$ cat src/rtl/ec11_pkg.sv
// Shared types and step patterns for the EC11 quadrature generator.
// Command codes, FSM states and the A/B detent sequences live here.
package ec11_pkg;

    typedef enum logic [1:0] {
        CMD_NOP   = 2'b00,
        CMD_LEFT  = 2'b01,
        CMD_RIGHT = 2'b10,
        CMD_PRESS = 2'b11
    } cmd_e;

    typedef enum logic [1:0] {
        IDLE,
        PHASE,
        PRESS_LOW,
        PRESS_HIGH
    } state_e;

    typedef struct packed {
        cmd_e       code;
        logic [7:0] count;
    } cmd_t;

    localparam int CMD_W = $bits(cmd_t);

    // Index 0 is the first pattern after leaving detent 11.
    localparam logic [3:0][1:0] LEFT_SEQ  = {2'b11, 2'b01, 2'b00, 2'b10};
    localparam logic [3:0][1:0] RIGHT_SEQ = {2'b11, 2'b10, 2'b00, 2'b01};

    function automatic logic [1:0] seq_pat(input logic       right,
                                           input logic [1:0] idx);
        return right ? RIGHT_SEQ[idx] : LEFT_SEQ[idx];
    endfunction

endpackage

$ cat src/rtl/ec11_cmd_fifo.sv
// Command FIFO for ec11_quad_gen: first-word-fall-through, power-of-two
// depth, pointers wrapped with a mask.
module ec11_cmd_fifo
    import ec11_pkg::*;
#(
    parameter int DEPTH = 4
) (
    input  logic             sys_clk,
    input  logic             rst_n,
    input  logic             push_i,
    input  logic [CMD_W-1:0] wdata_i,
    input  logic             pop_i,
    output logic [CMD_W-1:0] rdata_o,
    output logic             full_o,
    output logic             empty_o
);

    localparam int AW = (DEPTH > 1) ? $clog2(DEPTH) : 1;
    localparam logic [AW-1:0] MASK     = AW'(DEPTH - 1);
    localparam logic [AW:0]   FULL_CNT = (AW + 1)'(DEPTH);

    if ((DEPTH < 2) || ((DEPTH & (DEPTH - 1)) != 0)) begin : g_bad_depth
        $error("ec11_cmd_fifo: DEPTH must be a power of two >= 2");
    end

    logic [CMD_W-1:0] mem_q [DEPTH];
    logic [AW-1:0]    wr_ptr_q, wr_ptr_d;
    logic [AW-1:0]    rd_ptr_q, rd_ptr_d;
    logic [AW:0]      cnt_q, cnt_d;
    logic             do_push;
    logic             do_pop;

    assign full_o  = (cnt_q == FULL_CNT);
    assign empty_o = (cnt_q == '0);
    assign rdata_o = mem_q[rd_ptr_q];

    // A pop frees a slot on the same edge, so a full FIFO may still take a push.
    assign do_pop  = pop_i && !empty_o;
    assign do_push = push_i && (!full_o || do_pop);

    always_comb begin
        wr_ptr_d = wr_ptr_q;
        rd_ptr_d = rd_ptr_q;
        cnt_d    = cnt_q;
        if (do_push) begin
            wr_ptr_d = (wr_ptr_q + AW'(1)) & MASK;
        end
        if (do_pop) begin
            rd_ptr_d = (rd_ptr_q + AW'(1)) & MASK;
        end
        case ({do_push, do_pop})
            2'b10:   cnt_d = cnt_q + (AW + 1)'(1);
            2'b01:   cnt_d = cnt_q - (AW + 1)'(1);
            default: cnt_d = cnt_q;
        endcase
    end

    always_ff @(posedge sys_clk) begin
        if (!rst_n) begin
            wr_ptr_q <= '0;
            rd_ptr_q <= '0;
            cnt_q    <= '0;
        end else begin
            wr_ptr_q <= wr_ptr_d;
            rd_ptr_q <= rd_ptr_d;
            cnt_q    <= cnt_d;
        end
    end

    always_ff @(posedge sys_clk) begin
        if (do_push) begin
            mem_q[wr_ptr_q] <= wdata_i;
        end
    end

endmodule

$ cat src/rtl/ec11_quad_gen.sv
// EC11 rotary-encoder emulator: queued step/press commands drive A/B/SW.
// Define EC11_QUAD_GEN_BOUNCE_EN to add contact bounce before each edge.
module ec11_quad_gen
    import ec11_pkg::*;
#(
    parameter int PHASE_CYCLES  = 100000,
    parameter int PRESS_CYCLES  = 2500000,
    parameter int FIFO_DEPTH    = 4,
    parameter int BOUNCE_CYCLES = 500
) (
    input  logic       sys_clk,
    input  logic       rst_n,
    input  logic       cmd_valid,
    output logic       cmd_ready,
    input  logic [1:0] cmd_code,
    input  logic [7:0] cmd_count,
    output logic       enc_a,
    output logic       enc_b,
    output logic       enc_sw,
    output logic       busy,
    output logic       done_pulse
);

    localparam int CMAX = (PHASE_CYCLES > PRESS_CYCLES) ? PHASE_CYCLES
                                                        : PRESS_CYCLES;
    localparam int CW = $clog2(CMAX);
    localparam logic [CW-1:0] PH_LAST = CW'(PHASE_CYCLES - 1);
    localparam logic [CW-1:0] PR_LAST = CW'(PRESS_CYCLES - 1);

    if (PHASE_CYCLES < 2) begin : g_bad_phase
        $error("ec11_quad_gen: PHASE_CYCLES must be >= 2");
    end
    if (PRESS_CYCLES < 1) begin : g_bad_press
        $error("ec11_quad_gen: PRESS_CYCLES must be >= 1");
    end
    if (BOUNCE_CYCLES < 1) begin : g_bad_bounce
        $error("ec11_quad_gen: BOUNCE_CYCLES must be >= 1");
    end

    state_e        state_q, state_d;
    logic [CW-1:0] cnt_q, cnt_d;
    logic [1:0]    idx_q, idx_d;
    logic [7:0]    rep_q, rep_d;
    logic          dir_q, dir_d;
    logic          fin_d;
    logic          fin_q;

    logic          push;
    logic          pop;
    logic          full;
    logic          empty;
    cmd_t          head;

    logic [1:0]    ab_new;
    logic          sw_new;
    logic [1:0]    ab_out;
    logic          sw_out;

    logic          a_q;
    logic          b_q;
    logic          sw_q;
    logic          done_q;
    logic          busy_q;

    assign cmd_ready = !full;
    assign push      = cmd_valid && !full;

    ec11_cmd_fifo #(
        .DEPTH(FIFO_DEPTH)
    ) u_fifo (
        .sys_clk(sys_clk),
        .rst_n  (rst_n),
        .push_i (push),
        .wdata_i({cmd_code, cmd_count}),
        .pop_i  (pop),
        .rdata_o(head),
        .full_o (full),
        .empty_o(empty)
    );

    always_comb begin
        state_d = state_q;
        cnt_d   = cnt_q;
        idx_d   = idx_q;
        rep_d   = rep_q;
        dir_d   = dir_q;
        fin_d   = 1'b0;
        pop     = 1'b0;
        case (state_q)
            IDLE: begin
                if (!empty) begin
                    pop   = 1'b1;
                    cnt_d = '0;
                    idx_d = 2'd0;
                    case (head.code)
                        CMD_LEFT, CMD_RIGHT: begin
                            if (head.count != 8'd0) begin
                                state_d = PHASE;
                                rep_d   = head.count;
                                dir_d   = (head.code == CMD_RIGHT);
                            end
                        end
                        CMD_PRESS: state_d = PRESS_LOW;
                        default:   state_d = IDLE;
                    endcase
                end
            end
            PHASE: begin
                if (cnt_q == PH_LAST) begin
                    cnt_d = '0;
                    if (idx_q == 2'd3) begin
                        rep_d = rep_q - 8'd1;
                        idx_d = 2'd0;
                        if (rep_q == 8'd1) begin
                            state_d = IDLE;
                            fin_d   = 1'b1;
                        end
                    end else begin
                        idx_d = idx_q + 2'd1;
                    end
                end else begin
                    cnt_d = cnt_q + CW'(1);
                end
            end
            PRESS_LOW: begin
                if (cnt_q == PR_LAST) begin
                    cnt_d   = '0;
                    state_d = PRESS_HIGH;
                end else begin
                    cnt_d = cnt_q + CW'(1);
                end
            end
            PRESS_HIGH: begin
                if (cnt_q == PR_LAST) begin
                    cnt_d   = '0;
                    state_d = IDLE;
                    fin_d   = 1'b1;
                end else begin
                    cnt_d = cnt_q + CW'(1);
                end
            end
            default: state_d = IDLE;
        endcase
    end

    always_ff @(posedge sys_clk) begin
        if (!rst_n) begin
            state_q <= IDLE;
            cnt_q   <= '0;
            idx_q   <= 2'd0;
            rep_q   <= 8'd0;
            dir_q   <= 1'b0;
        end else begin
            state_q <= state_d;
            cnt_q   <= cnt_d;
            idx_q   <= idx_d;
            rep_q   <= rep_d;
            dir_q   <= dir_d;
        end
    end

    always_comb begin
        ab_new = 2'b11;
        sw_new = 1'b1;
        case (state_q)
            PHASE:     ab_new = seq_pat(dir_q, idx_q);
            PRESS_LOW: sw_new = 1'b0;
            default:   sw_new = 1'b1;
        endcase
    end

`ifdef EC11_QUAD_GEN_BOUNCE_EN
    localparam int BW = (BOUNCE_CYCLES > 1) ? $clog2(BOUNCE_CYCLES) : 1;
    localparam logic [BW-1:0] B_LAST = BW'(BOUNCE_CYCLES - 1);

    logic [BW-1:0] bcnt_q, bcnt_d;
    logic [2:0]    bidx_q, bidx_d;
    logic [1:0]    ab_old;
    logic          sw_old;
    logic          glitch;

    // Bounce slots restart with every phase or press period.
    always_comb begin
        bcnt_d = bcnt_q;
        bidx_d = bidx_q;
        if (cnt_d == '0) begin
            bcnt_d = '0;
            bidx_d = 3'd0;
        end else if (bidx_q != 3'd4) begin
            if (bcnt_q == B_LAST) begin
                bcnt_d = '0;
                bidx_d = bidx_q + 3'd1;
            end else begin
                bcnt_d = bcnt_q + BW'(1);
            end
        end
    end

    always_comb begin
        ab_old = 2'b11;
        sw_old = 1'b1;
        case (state_q)
            PHASE: begin
                if (idx_q != 2'd0) begin
                    ab_old = seq_pat(dir_q, idx_q - 2'd1);
                end
            end
            PRESS_HIGH: sw_old = 1'b0;
            default:    sw_old = 1'b1;
        endcase
    end

    assign glitch = (bidx_q != 3'd4) && bidx_q[0];
    assign ab_out = glitch ? ab_old : ab_new;
    assign sw_out = glitch ? sw_old : sw_new;

    always_ff @(posedge sys_clk) begin
        if (!rst_n) begin
            bcnt_q <= '0;
            bidx_q <= 3'd0;
        end else begin
            bcnt_q <= bcnt_d;
            bidx_q <= bidx_d;
        end
    end
`else
    assign ab_out = ab_new;
    assign sw_out = sw_new;
`endif

    // Pins are registered one cycle behind the FSM for glitch-free edges.
    always_ff @(posedge sys_clk) begin
        if (!rst_n) begin
            a_q    <= 1'b1;
            b_q    <= 1'b1;
            sw_q   <= 1'b1;
            fin_q  <= 1'b0;
            done_q <= 1'b0;
            busy_q <= 1'b0;
        end else begin
            a_q    <= ab_out[1];
            b_q    <= ab_out[0];
            sw_q   <= sw_out;
            fin_q  <= fin_d;
            done_q <= fin_q;
            busy_q <= (state_q != IDLE) || !empty || fin_q;
        end
    end

    assign enc_a      = a_q;
    assign enc_b      = b_q;
    assign enc_sw     = sw_q;
    assign done_pulse = done_q;
    assign busy       = busy_q;

endmodule

$ cat config.mk
export PLATFORM = sky130hd
export DESIGN_NAME = ec11_quad_gen
export DESIGN_NICKNAME = d
export VERILOG_FILES = /design/src/rtl/ec11_pkg.sv /design/src/rtl/ec11_cmd_fifo.sv /design/src/rtl/ec11_quad_gen.sv
export SDC_FILE = /design/constraint.sdc
export NUM_CORES = 1
export LEC_CHECK = 0
export CORE_MARGIN = 2
export CORE_UTILIZATION = 65
export CTS_BUF_LIST = sky130_fd_sc_hd__clkbuf_4 sky130_fd_sc_hd__clkbuf_8 sky130_fd_sc_hd__clkbuf_16
export DETAILED_ROUTE_END_ITERATION = 8
export PLACE_DENSITY_LB_ADDON = 0.1
export SETUP_SLACK_MARGIN = 0.3
export SYNTH_ARGS = -nofsm -noshare
export SYNTH_HDL_FRONTEND = slang
export SYNTH_HIERARCHICAL = 1
export SYNTH_SLANG_ARGS = --single-unit
$ cat constraint.sdc
create_clock -name sys_clk -period 4.35 [get_ports sys_clk]
set_input_delay 0.87 -clock sys_clk [delete_from_list [all_inputs] [get_ports sys_clk]]
set_output_delay 0.87 -clock sys_clk [all_outputs]
set_load 0.02 [all_outputs]
* After elaboration in Yosys (flattened, before gate mapping)
Memories as Yosys holds them, arrays and structs flattened. A register that Yosys moved wholly into a read port is not among the register bits.
Cells that the tools add are included.
** Word-level totals
- Register bits :: 48
- RAM bits :: 40
- Bits of input ports :: 13
- Output and inout bits :: 6
- Logic and storage cells :: 108
- Memories :: 1
** Memories
- u_fifo.mem_q :: words 4, width 10, read ports 1, clocked after Yosys merged registers in 1, wr ports 1, RTL line ec11_cmd_fifo.sv:26 : logic [CMD_W-1:0] mem_q [DEPTH];
** Operators by class
- Add/sub/neg operators :: 7
- $lt $le $gt $ge :: 1
- Equal/unequal tests :: 22
- Mux-type cells :: 41
- Bitwise operators :: 1
- Reductions and logical operators :: 21
** Operator list (number)
- two-way mux 22 bit :: 3
- case mux 22 bit (3 select lines) :: 1
- two-way mux 8 bit :: 5
- two-way mux 2 bit :: 15
- adder 22 x 1 -> 22 bit, second input constant :: 1
- == test 22 x 17 -> 1 bit, second input constant :: 1
- == test 22 bit, second input constant :: 1
- case mux 8 bit (2 select lines) :: 1
- inequality test 2 bit, second input constant :: 7
- == test 2 bit, second input constant :: 6
- two-way mux 1 bit :: 9
- binary-select mux 2 bit (select 2 bit) :: 2
- == test 8 x 1 -> 1 bit, second input constant :: 1
- case mux 2 bit (2 select lines) :: 2
- case mux 2 bit (4 select lines) :: 1
- nonzero test 8 bit :: 1
- subtractor 8 x 1 -> 8 bit, second input constant :: 1
- AND reduction 7 bit :: 1
- adder 2 x 1 -> 2 bit, second input constant :: 3
- == test 2 x 1 -> 1 bit, second input constant :: 3
- case mux 3 bit (2 select lines) :: 1
- AND reduction 6 bit :: 1
- nonzero test 2 bit :: 3
- AND reduction 4 bit :: 1
- 16 further kinds :: 22

* Depth between registers and ports, before layout
Gate-level depths: netlist of the first run.
- Word-level depth :: 8
- Gate-level depth with buffers :: 10
- Mapped depth without buffers :: 8

* Hierarchy
Netlist of the first run, hierarchy kept.
** Modules (own cells, without submodules)
- ec11_quad_gen :: instances 1, cells each 321, area an instance 2478.6 um2, seq. area each 820.8 um2
- ec11_cmd_fifo :: instances 1, cells each 112, area an instance 1991.9 um2, seq. area each 1381.3 um2

* Worst setup path after synthesis of the first run
Ideal clock, no wire load.
- Path kind :: reg-to-reg
- Start :: register with a tool-made name
- End :: register rep_q[5]
- Setup time :: 0.132 ns
- Arrival time :: 2.533 ns
- Data required time :: 4.218 ns
- Path slack :: 1.684 ns
- Stages on the path, launching flop included :: 10
- Buffers on the path :: 2
- Period minus slack after synthesis :: 2.666 ns
- Cells stage by stage :: dfxtp_1 -> buf_2 -> mux4_2 -> ha_1 -> or3_1 -> a211oi_1 -> a41oi_2 -> buf_2 -> o21ai_0 -> a21oi_1
** RTL lines
- to (signal assigned) :: RTL line ec11_quad_gen.sv:157 : rep_q <= rep_d;
- to (decl) :: RTL line ec11_quad_gen.sv:43 : logic [7:0] rep_q, rep_d;

==> qor.csv, run 1 <==
metric,value,unit
final core utilization,72.53,%
H-tree depth,3,
worst hold path cell count,2,
CTS Buf Count,9,
final critical-path share of the clock period,71.16,%
"Largest stage delay, worst path",0.73,ns
startpoint types,flip-flop,
CTS Buffer Depth,2,
Synth async-reset ratio,0,%
post-CTS repair timing setup buffer count,0,
RSZ-0062 raised after global routing,false,
NumNets Final,469,
overall routed net length,8953,um
Mapped Area,4471,um^2
"FF+latch count, synth",90,
clock transition at the registers of the reported paths,0.10,ns
"Max FO, Critical Path",14,
Least-Margin Pin Slew,1.032,ns
FF-to-FF path depth,8,
met3 global-route usage,4.929,%
Placement Rows,30,
CTS tree,built,
Sw Share,32.71,%
drc violations,0,
Die Ht,86.93,um
per-cell routed wire length,16.89,um
logic gate share of total power,23.3,%
starting density of the core,66.54,%
hold buffer count at CTS,0,
# setup viols final,0,
final hold vios,0,
ys flop type,dfxtp_1,
worst path required time,4.65,ns
Crit Path Class,flip-flop to flip-flop,
met2 usage,39.35,%
TNS Setup,0,ns
Leak Pwr,1.659,nW
1st-pass router iterations,4,
Antenna Cells,0,
initial antenna violation count,0,
gr usage total,25.29,%
initial DRC count,220,
"Gates resized, CTS repair",0,
Mapped Nets,457,
total number of vias,3340,
I/O pins,19,
worst hold path type,flip-flop to flip-flop,
pwr/cell area,409.9,nW/um^2
WHS,0.4611,ns
Max Cap Viol,0,
Max Freq,0.3231,GHz
clock sink count,90,
Fill cells,486,
post-route minimum period,3.095,ns
share of cells above drive strength 1,9.333,%
root buffer cell,clkbuf_8,
global route hottest layer,met2,
nature of the critical path endpoint,flip-flop,
fin area,4873,um^2
Worst Clk Skew,0.01202,ns
"leading cell types in the layout, fill and taps excluded","nand2_1, dfxtp_1, edfxtp_1",
Internal Pwr Total,0.001344,W
routed vias/inst,6.302,
P_sw,0.0006533,W
"Seq/Total Area, Yosys",49.26,%
"most common cell after layout, fill and taps aside",nand2_1,
Routed Antenna Nets,0,
number of global-route vias before repair,3031,
Avg Inst Size Synth,10.32,um^2
area post-placement,4688,um^2
first-pass GRT wire length,14720,um
GPL Wtd Cong,0.8325,
Post-synth EDFFs,40,
Overflow after GRT,0,
Reg power frac,50.3,%
Die X,86.93,um
pin count of the biggest net entering global routing,34,
final instance count without filler cells,530,
worst path cell trace,mux4_2 -> inv_1 -> ha_1 -> or3_1 -> a211oi_1 -> a41oi_2 -> a211o_1 -> a21oi_1,
Worst VDD drop,259.2,uV
placed insts,514,
Slew HR,30.70,%
status,finished clean,
"Slew Viols, Final",0,
synthesized instance count,433,
Ys Warns,6,
Layout area overhead,9.012,%
Core Region,6719,um^2
Synth cell types,65,
Die Area,7557,um^2
# port buffers,18,
Clock power frac,26.4,%
slowest library cell on the worst path,dfxtp_1,
Worst-Skew Late Latency,0.36,ns
dpl hpwl,6232,um
crit path DAT,3.39,ns
M1 GR Usage,34.58,%
[metrics by stage]
step | total power, W | setup slack (ns)
after floorplan | 0.001351 | 1.684
after global placement | 0.001467 | 1.294
after detailed placement | 0.001483 | 1.213
after CTS | 0.002004 | 1.214
after global routing | 0.002109 | 0.9871
final | 0.001998 | 1.255
[path summary, 6_finish.rpt]
kind | start | to | slack [ns]
worst max-delay path | flip-flop | rep_q[1] | 1.25
worst min-delay path | fin_q | busy | 0.46
worst max register to register | flip-flop | rep_q[1] | 1.25
worst min register to register | fin_q | busy | 0.46
[metal layers]
| metal | share of wire (%) | vias to the layer above |
|---|---|---|
| li1 | - | 1624 |
| met1 | 45 | 1603 |
| met2 | 48 | 98 |
| met3 | 5.3 | 15 |
| met4 | 2.1 | 0 |
| met5 | 0 | - |
[cells in the mapped netlist (all sizes together) (5+ instances only)]
library cell	number	area, um^2
and4	6	52.55
nor2	25	93.84
o31a	5	43.79
clkbuf	14	53.80
xor2	6	52.55
o21ai	13	65.06
o221ai	11	96.34
nand2	56	210.2
a21oi	16	80.08
nor2b	10	65.06
nor4	7	58.81
nand4	7	43.79
o211ai	8	60.06
dfxtp	50	1001
mux2i	6	60.06
mux4	10	225.2
and2	18	112.6
edfxtp	40	1201
inv	21	78.82
nor3	11	55.05
ha	10	125.1
buf	8	46.30
nand3	14	70.07
[power by group through the flow]
stage / Clock [W] / Combinational, W / Sequential [W]
finish: 0.000528 / 0.000465 / 0.00100
global route: 0.000578 / 0.000518 / 0.00101
CTS: 0.000538 / 0.000461 / 0.00100
detailed placement: 0 / 0.000459 / 0.00102
global placement: 0 / 0.000448 / 0.00102
floorplan: 0 / 0.000348 / 0.00100
[critical path, delay by kind of cell, from the launching register on]
family | cells | cell delay (ns)
compound gates | 4 | 1.07
buf+inv | 1 | 0.07
simple gates | 1 | 0.32
mux | 1 | 0.60
fa+ha+maj | 1 | 0.24
flops | 1 | 0.73
[sequential cells by signal (all words and copies together), names as in the netlist, 2 cells and up, named ones only]
name,cells
cnt_q,22
idx_q,2
rep_q,8
state_q,2
u_fifo/cnt_q,3
u_fifo/mem_q,40
u_fifo/rd_ptr_q,2
u_fifo/wr_ptr_q,2
[layout make-up]
cell class                      count  area (um^2)  share of cell area [%]
Tap cell                           80        100.1                   2.054
Multi-Input combinational cell    300         2090                   42.88
Timing Repair Buffer               23        217.7                   4.467
Clock inverter                      7        61.31                   1.258
Clock buffer                        9        123.9                   2.542
Sequential cell                    90         2202                   45.19
Inverter                           21        78.83                   1.617
[kinds of logic after synthesis]
group                    synth area share [%]
flip-flops                              49.26
buffers and inverters                   4.002
AO/OA/AOI/OAI                           13.63
adder cells (fa/ha/maj)                 3.247
multiplexers                            6.381
XOR/XNOR                                1.567
AND/OR/NAND/NOR                         21.91
Note: power is estimated with default switching activity, not from simulation.
==> run 2: changes to the inputs <==
- CORE_UTILIZATION: 65 -> 60
- clock period: 4.35 -> 2.9 ns (I/O delays scaled with it)
==> qor.csv, run 2 (same netlist as run 1, synthesis figures left out) <==
metric,value,unit
Largest Register,u_fifo/mem_q,
H-tree depth,3,
Core Region,7253,um^2
Least-Margin Pin Slew,0.8293,ns
crit path DAT,2.80,ns
share of cells above drive strength 1,13.58,%
metal3 WL,438,um
startpoint types,flip-flop,
GPL Wtd Cong,0.8299,
final hold vios,0,
starting density of the core,61.64,%
Die Area,8158,um^2
"leading cell types in the layout, fill and taps excluded","nand2_1, dfxtp_1, edfxtp_1",
"most common cell after layout, fill and taps aside",nand2_1,
overall routed net length,9288,um
Crit Path Class,flip-flop to flip-flop,
"Slew Viols, Final",0,
Worst Clk Skew,0.01321,ns
number of global-route vias before repair,3388,
RSZ-0062 raised after global routing,true,
TNS Setup,0,ns
Die X,90.32,um
1st-pass router iterations,4,
pin count of the biggest net entering global routing,26,
initial DRC count,261,
# setup viols final,0,
dpl hpwl,6462,um
"Largest stage delay, worst path",0.51,ns
FF-to-FF path depth,7,
slowest library cell on the worst path,mux4_2,
gr usage total,24.61,%
Top Layer Used,met4,
initial antenna violation count,0,
worst hold path type,flip-flop to flip-flop,
CTS Buf Count,9,
FF-to-FF End,rep_q[1],
Max Freq,0.4010,GHz
Antenna Cells,0,
WHS,0.4823,ns
number of flip-flops in the largest register,40,
"Max FO, Critical Path",7,
Max Cap Viol,0,
nature of the critical path endpoint,flip-flop,
"reg-to-reg slack, setup",0.41,ns
hold buffer count at CTS,0,
worst path required time,3.21,ns
pwr/cell area,613.0,nW/um^2
routed vias/inst,6.037,
clock sink count,90,
worst path cell trace,mux4_2 -> ha_1 -> or3_4 -> a211oi_4 -> a41oi_4 -> a211o_1 -> a21oi_1,
CTS tree,built,
per-cell routed wire length,16.50,um
CTS Buffer Depth,2,
Worst path depth,7,
Worst VDD drop,419.4,uV
first-pass GRT wire length,16330,um
I/O pins,19,
Overflow after GRT,0,
CP bufs+invs,0,
Worst-Skew Late Latency,0.37,ns
status,finished clean,
Largest regs,"u_fifo/mem_q (40), cnt_q (22), rep_q (8)",
# port buffers,18,
root buffer cell,clkbuf_8,
Placement Rows,31,
NumNets Final,483,
final critical-path share of the clock period,85.99,%
total number of vias,3399,
Slew HR,44.60,%
Fill cells,548,
CP top delay family,compound AO/OA/AOI/OAI gates,
Die Ht,90.32,um
Leak Pwr,1.732,nW
WL met2,4582,um
wl on met1,4150,um
clock transition at the registers of the reported paths,0.10,ns
drc violations,0,
Setup crit end,rep_q[1],
Routed Antenna Nets,0,
Layout area overhead,13.66,%
post-route minimum period,2.494,ns
==> run 2: cell count changes in the layout (fill, tap and decap cells not counted), sizes merged <==
cell,change
a41oi,+1
buf,+13
clkinv,-4
clkinvlp,+2
inv,+2
==> run 2: layout make-up <==
cell class	instances	area, um^2	share of cell area [%]
timing repair buffer	36	315.3	6.205
tap	99	123.9	2.438
sequential	90	2206	43.41
clock inverter	7	66.31	1.305
clock buffer	9	123.9	2.438
inverter	21	78.83	1.551
multi-input combinational	301	2167	42.65
==> run 2: report_power, final <==
group / internal (W) / switching, W
Combinational: 0.000308 / 0.000493
Clock: 0.000335 / 0.000498
Sequential: 0.00143 / 0.0000542
==> run 2: metal layers <==
layer,GRT usage [%],vias up
li1,-,1661
met1,33.09,1646
met5,0,-
met2,40.60,82
met4,8.846,0
met3,4.090,10
==> run 2: stage by stage <==
| step | power, W | util [%] | std cells | area, um^2 | worst slack, ns |
|---|---|---|---|---|---|
| 2_1_floorplan | 0.002029 | - | 433 | 4476 | 0.3223 |
| 4_1_cts | 0.003117 | 69.81 | 563 | 5064 | 0.3240 |
| 5_1_grt | 0.003285 | 70.05 | 563 | 5081 | 0.2774 |
| 6_report | 0.003115 | 70.05 | 563 | 5081 | 0.4063 |
| 3_5_place_dp | 0.002262 | 66.28 | 545 | 4807 | 0.1603 |
| 3_3_place_gp | 0.002237 | 66.28 | 545 | 4807 | 0.2182 |
==> run 2: worst min path at each step <==
| stage | slack (ns) | cells past startpoint | endpoint | start |
|---|---|---|---|---|
| floorplan | 0.43 | 2 | busy | fin_q |
| global placement | 0.45 | 1 | done_pulse | fin_q |
| detailed placement | 0.47 | 2 | busy | fin_q |
| CTS | 0.49 | 2 | busy | fin_q |
| global route | 0.51 | 1 | done_pulse | fin_q |
| finish | 0.48 | 2 | busy | fin_q |
==> run 2: timing repair <==
action | CTS | global route
gates cloned | 1 | 0
setup buffers | 1 | 0
hold endpoints to repair | 0 | 0
endpoints found under the setup margin | 9 | 14
gates resized for setup | 6 | 4
pin swaps | 1 | 1
==> run 2: worst register-to-register path, stage by stage (launching register included) <==
cell	delay (ns)
dfxtp_4	0.37
mux4_2	0.51
ha_1	0.34
or3_4	0.35
a211oi_4	0.30
a41oi_4	0.11
a211o_1	0.32
a21oi_1	0.13
==> run 3: changes to the inputs <==
- CORE_MARGIN: 2 -> not set
==> qor.csv, run 3 (same netlist as run 1, synthesis figures left out) <==
metric,value,unit
Antenna Cells,0,
FF-to-FF End,rep_q[1],
crit path DAT,2.79,ns
Largest Register,u_fifo/mem_q,
Placement Rows,31,
Slew HR,56.40,%
Post-Place Setup Slack,0.3048,ns
Leak Pwr,1.751,nW
worst hold path cell count,2,
startpoint types,flip-flop,
overall routed net length,9253,um
worst hold path type,flip-flop to flip-flop,
Routed Antenna Nets,0,
nature of the critical path endpoint,flip-flop,
number of global-route vias before repair,3106,
root buffer cell,clkbuf_8,
pin count of the biggest net entering global routing,26,
"most common cell after layout, fill and taps aside",nand2_1,
first-pass GRT wire length,14820,um
Least-Margin Pin Slew,0.6520,ns
hold-critical path endpoint,busy,
CTS tree,built,
per-cell routed wire length,16.41,um
Largest regs,"u_fifo/mem_q (40), cnt_q (22), rep_q (8)",
I/O pins,19,
dpl hpwl,6241,um
starting density of the core,61.97,%
H-tree depth,3,
"Max FO, Critical Path",7,
share of cells above drive strength 1,13.98,%
# setup viols final,0,
Fill cells,573,
RSZ-0062 raised after global routing,false,
Crit Path Class,flip-flop to flip-flop,
WHS,0.4818,ns
"reg-to-reg slack, setup",0.42,ns
NumNets Final,484,
hold buffer count at CTS,0,
pwr/cell area,628.1,nW/um^2
Max Freq,0.4030,GHz
initial antenna violation count,0,
Worst Clk Skew,0.01012,ns
final hold vios,0,
clock sink count,90,
post-route minimum period,2.481,ns
Overflow after GRT,0,
clock transition at the registers of the reported paths,0.10,ns
Worst-Skew Late Latency,0.36,ns
FF-to-FF path depth,9,
GPL Wtd Cong,0.8155,
CTS Buffer Depth,2,
routed vias/inst,5.995,
placed insts,546,
number of flip-flops in the largest register,40,
status,finished clean,
Max Cap Viol,0,
Die X,88.32,um
CTS Buf Count,9,
gr usage total,25.08,%
"leading cell types in the layout, fill and taps excluded","nand2_1, dfxtp_1, edfxtp_1",
Core Region,7214,um^2
TNS Setup,0,ns
drc violations,0,
total number of vias,3381,
1st-pass router iterations,4,
Die Ht,88.32,um
worst path required time,3.21,ns
"Slew Viols, Final",0,
setup ws final,0.4189,ns
Die Area,7800,um^2
final critical-path share of the clock period,85.56,%
# port buffers,18,
initial DRC count,218,
final core utilization,70.59,%
Hold Crit Start,fin_q,
Worst VDD drop,388.2,uV
final instance count without filler cells,564,
Layout area overhead,13.91,%
[run 3: layout make-up]
class / instances / area (um^2) / area share (%)
clock buffer: 9 / 123.9 / 2.432
clock inverter: 7 / 91.34 / 1.794
sequential: 90 / 2206 / 43.32
timing repair buffer: 38 / 331.6 / 6.511
multi-input combinational: 300 / 2137 / 41.97
tap: 99 / 123.9 / 2.432
inverter: 21 / 78.83 / 1.548
[run 3: per-layer routing]
metal	global-route usage (%)	routed length (um)	vias up
met5	0	0	-
met2	39.65	4459	78
met3	5.317	344	8
li1	-	-	1662
met1	34.76	4327	1633
met4	8.065	121	0
[run 3: metrics by stage]
step,cell area (um^2),total power (W)
global placement,4815,0.002245
finish,5092,0.003199
CTS,5036,0.003175
floorplan,4476,0.002029
detailed placement,4815,0.002256
global route,5092,0.003347
[run 3: worst max path at each step]
stage                               start              end  slack, ns  depth (start not counted)
after floorplan                 flip-flop         rep_q[5]       0.32                          9
after global placement          flip-flop         rep_q[4]       0.35                          8
after detailed placement        flip-flop         rep_q[0]       0.30                          8
after CTS                 u_fifo/cnt_q[2]  u_fifo/cnt_q[2]       0.31                          8
after global routing            flip-flop         rep_q[1]       0.30                          9
final                           flip-flop         rep_q[1]       0.42                          9
[run 3: where the power goes]
part / leakage [nW] / switching [W] / internal (W) / total (W)
logic: 0.871 / 0.000484 / 0.000308 / 0.000792
registers: 0.772 / 0.0000535 / 0.00143 / 0.00148
clock network: 0.107 / 0.000501 / 0.000424 / 0.000926
total: 1.75 / 0.00104 / 0.00216 / 0.00320
[run 3: worst max-delay path, cell delays in order, from the launching register on]
cell	delay, ns
dfxtp_4	0.38
mux4_2	0.52
inv_2	0.09
ha_4	0.20
or3_1	0.32
a211oi_2	0.28
a41oi_2	0.09
buf_6	0.18
a211o_1	0.27
a21oi_2	0.11
[run 3: repair_timing]
| action | in CTS | in global routing |
|---|---|---|
| setup buffers | 0 | 1 |
| gates cloned | 0 | 1 |
| setup endpoints to repair | 2 | 39 |
| gates resized for setup | 1 | 9 |
| pin swaps | 0 | 2 |
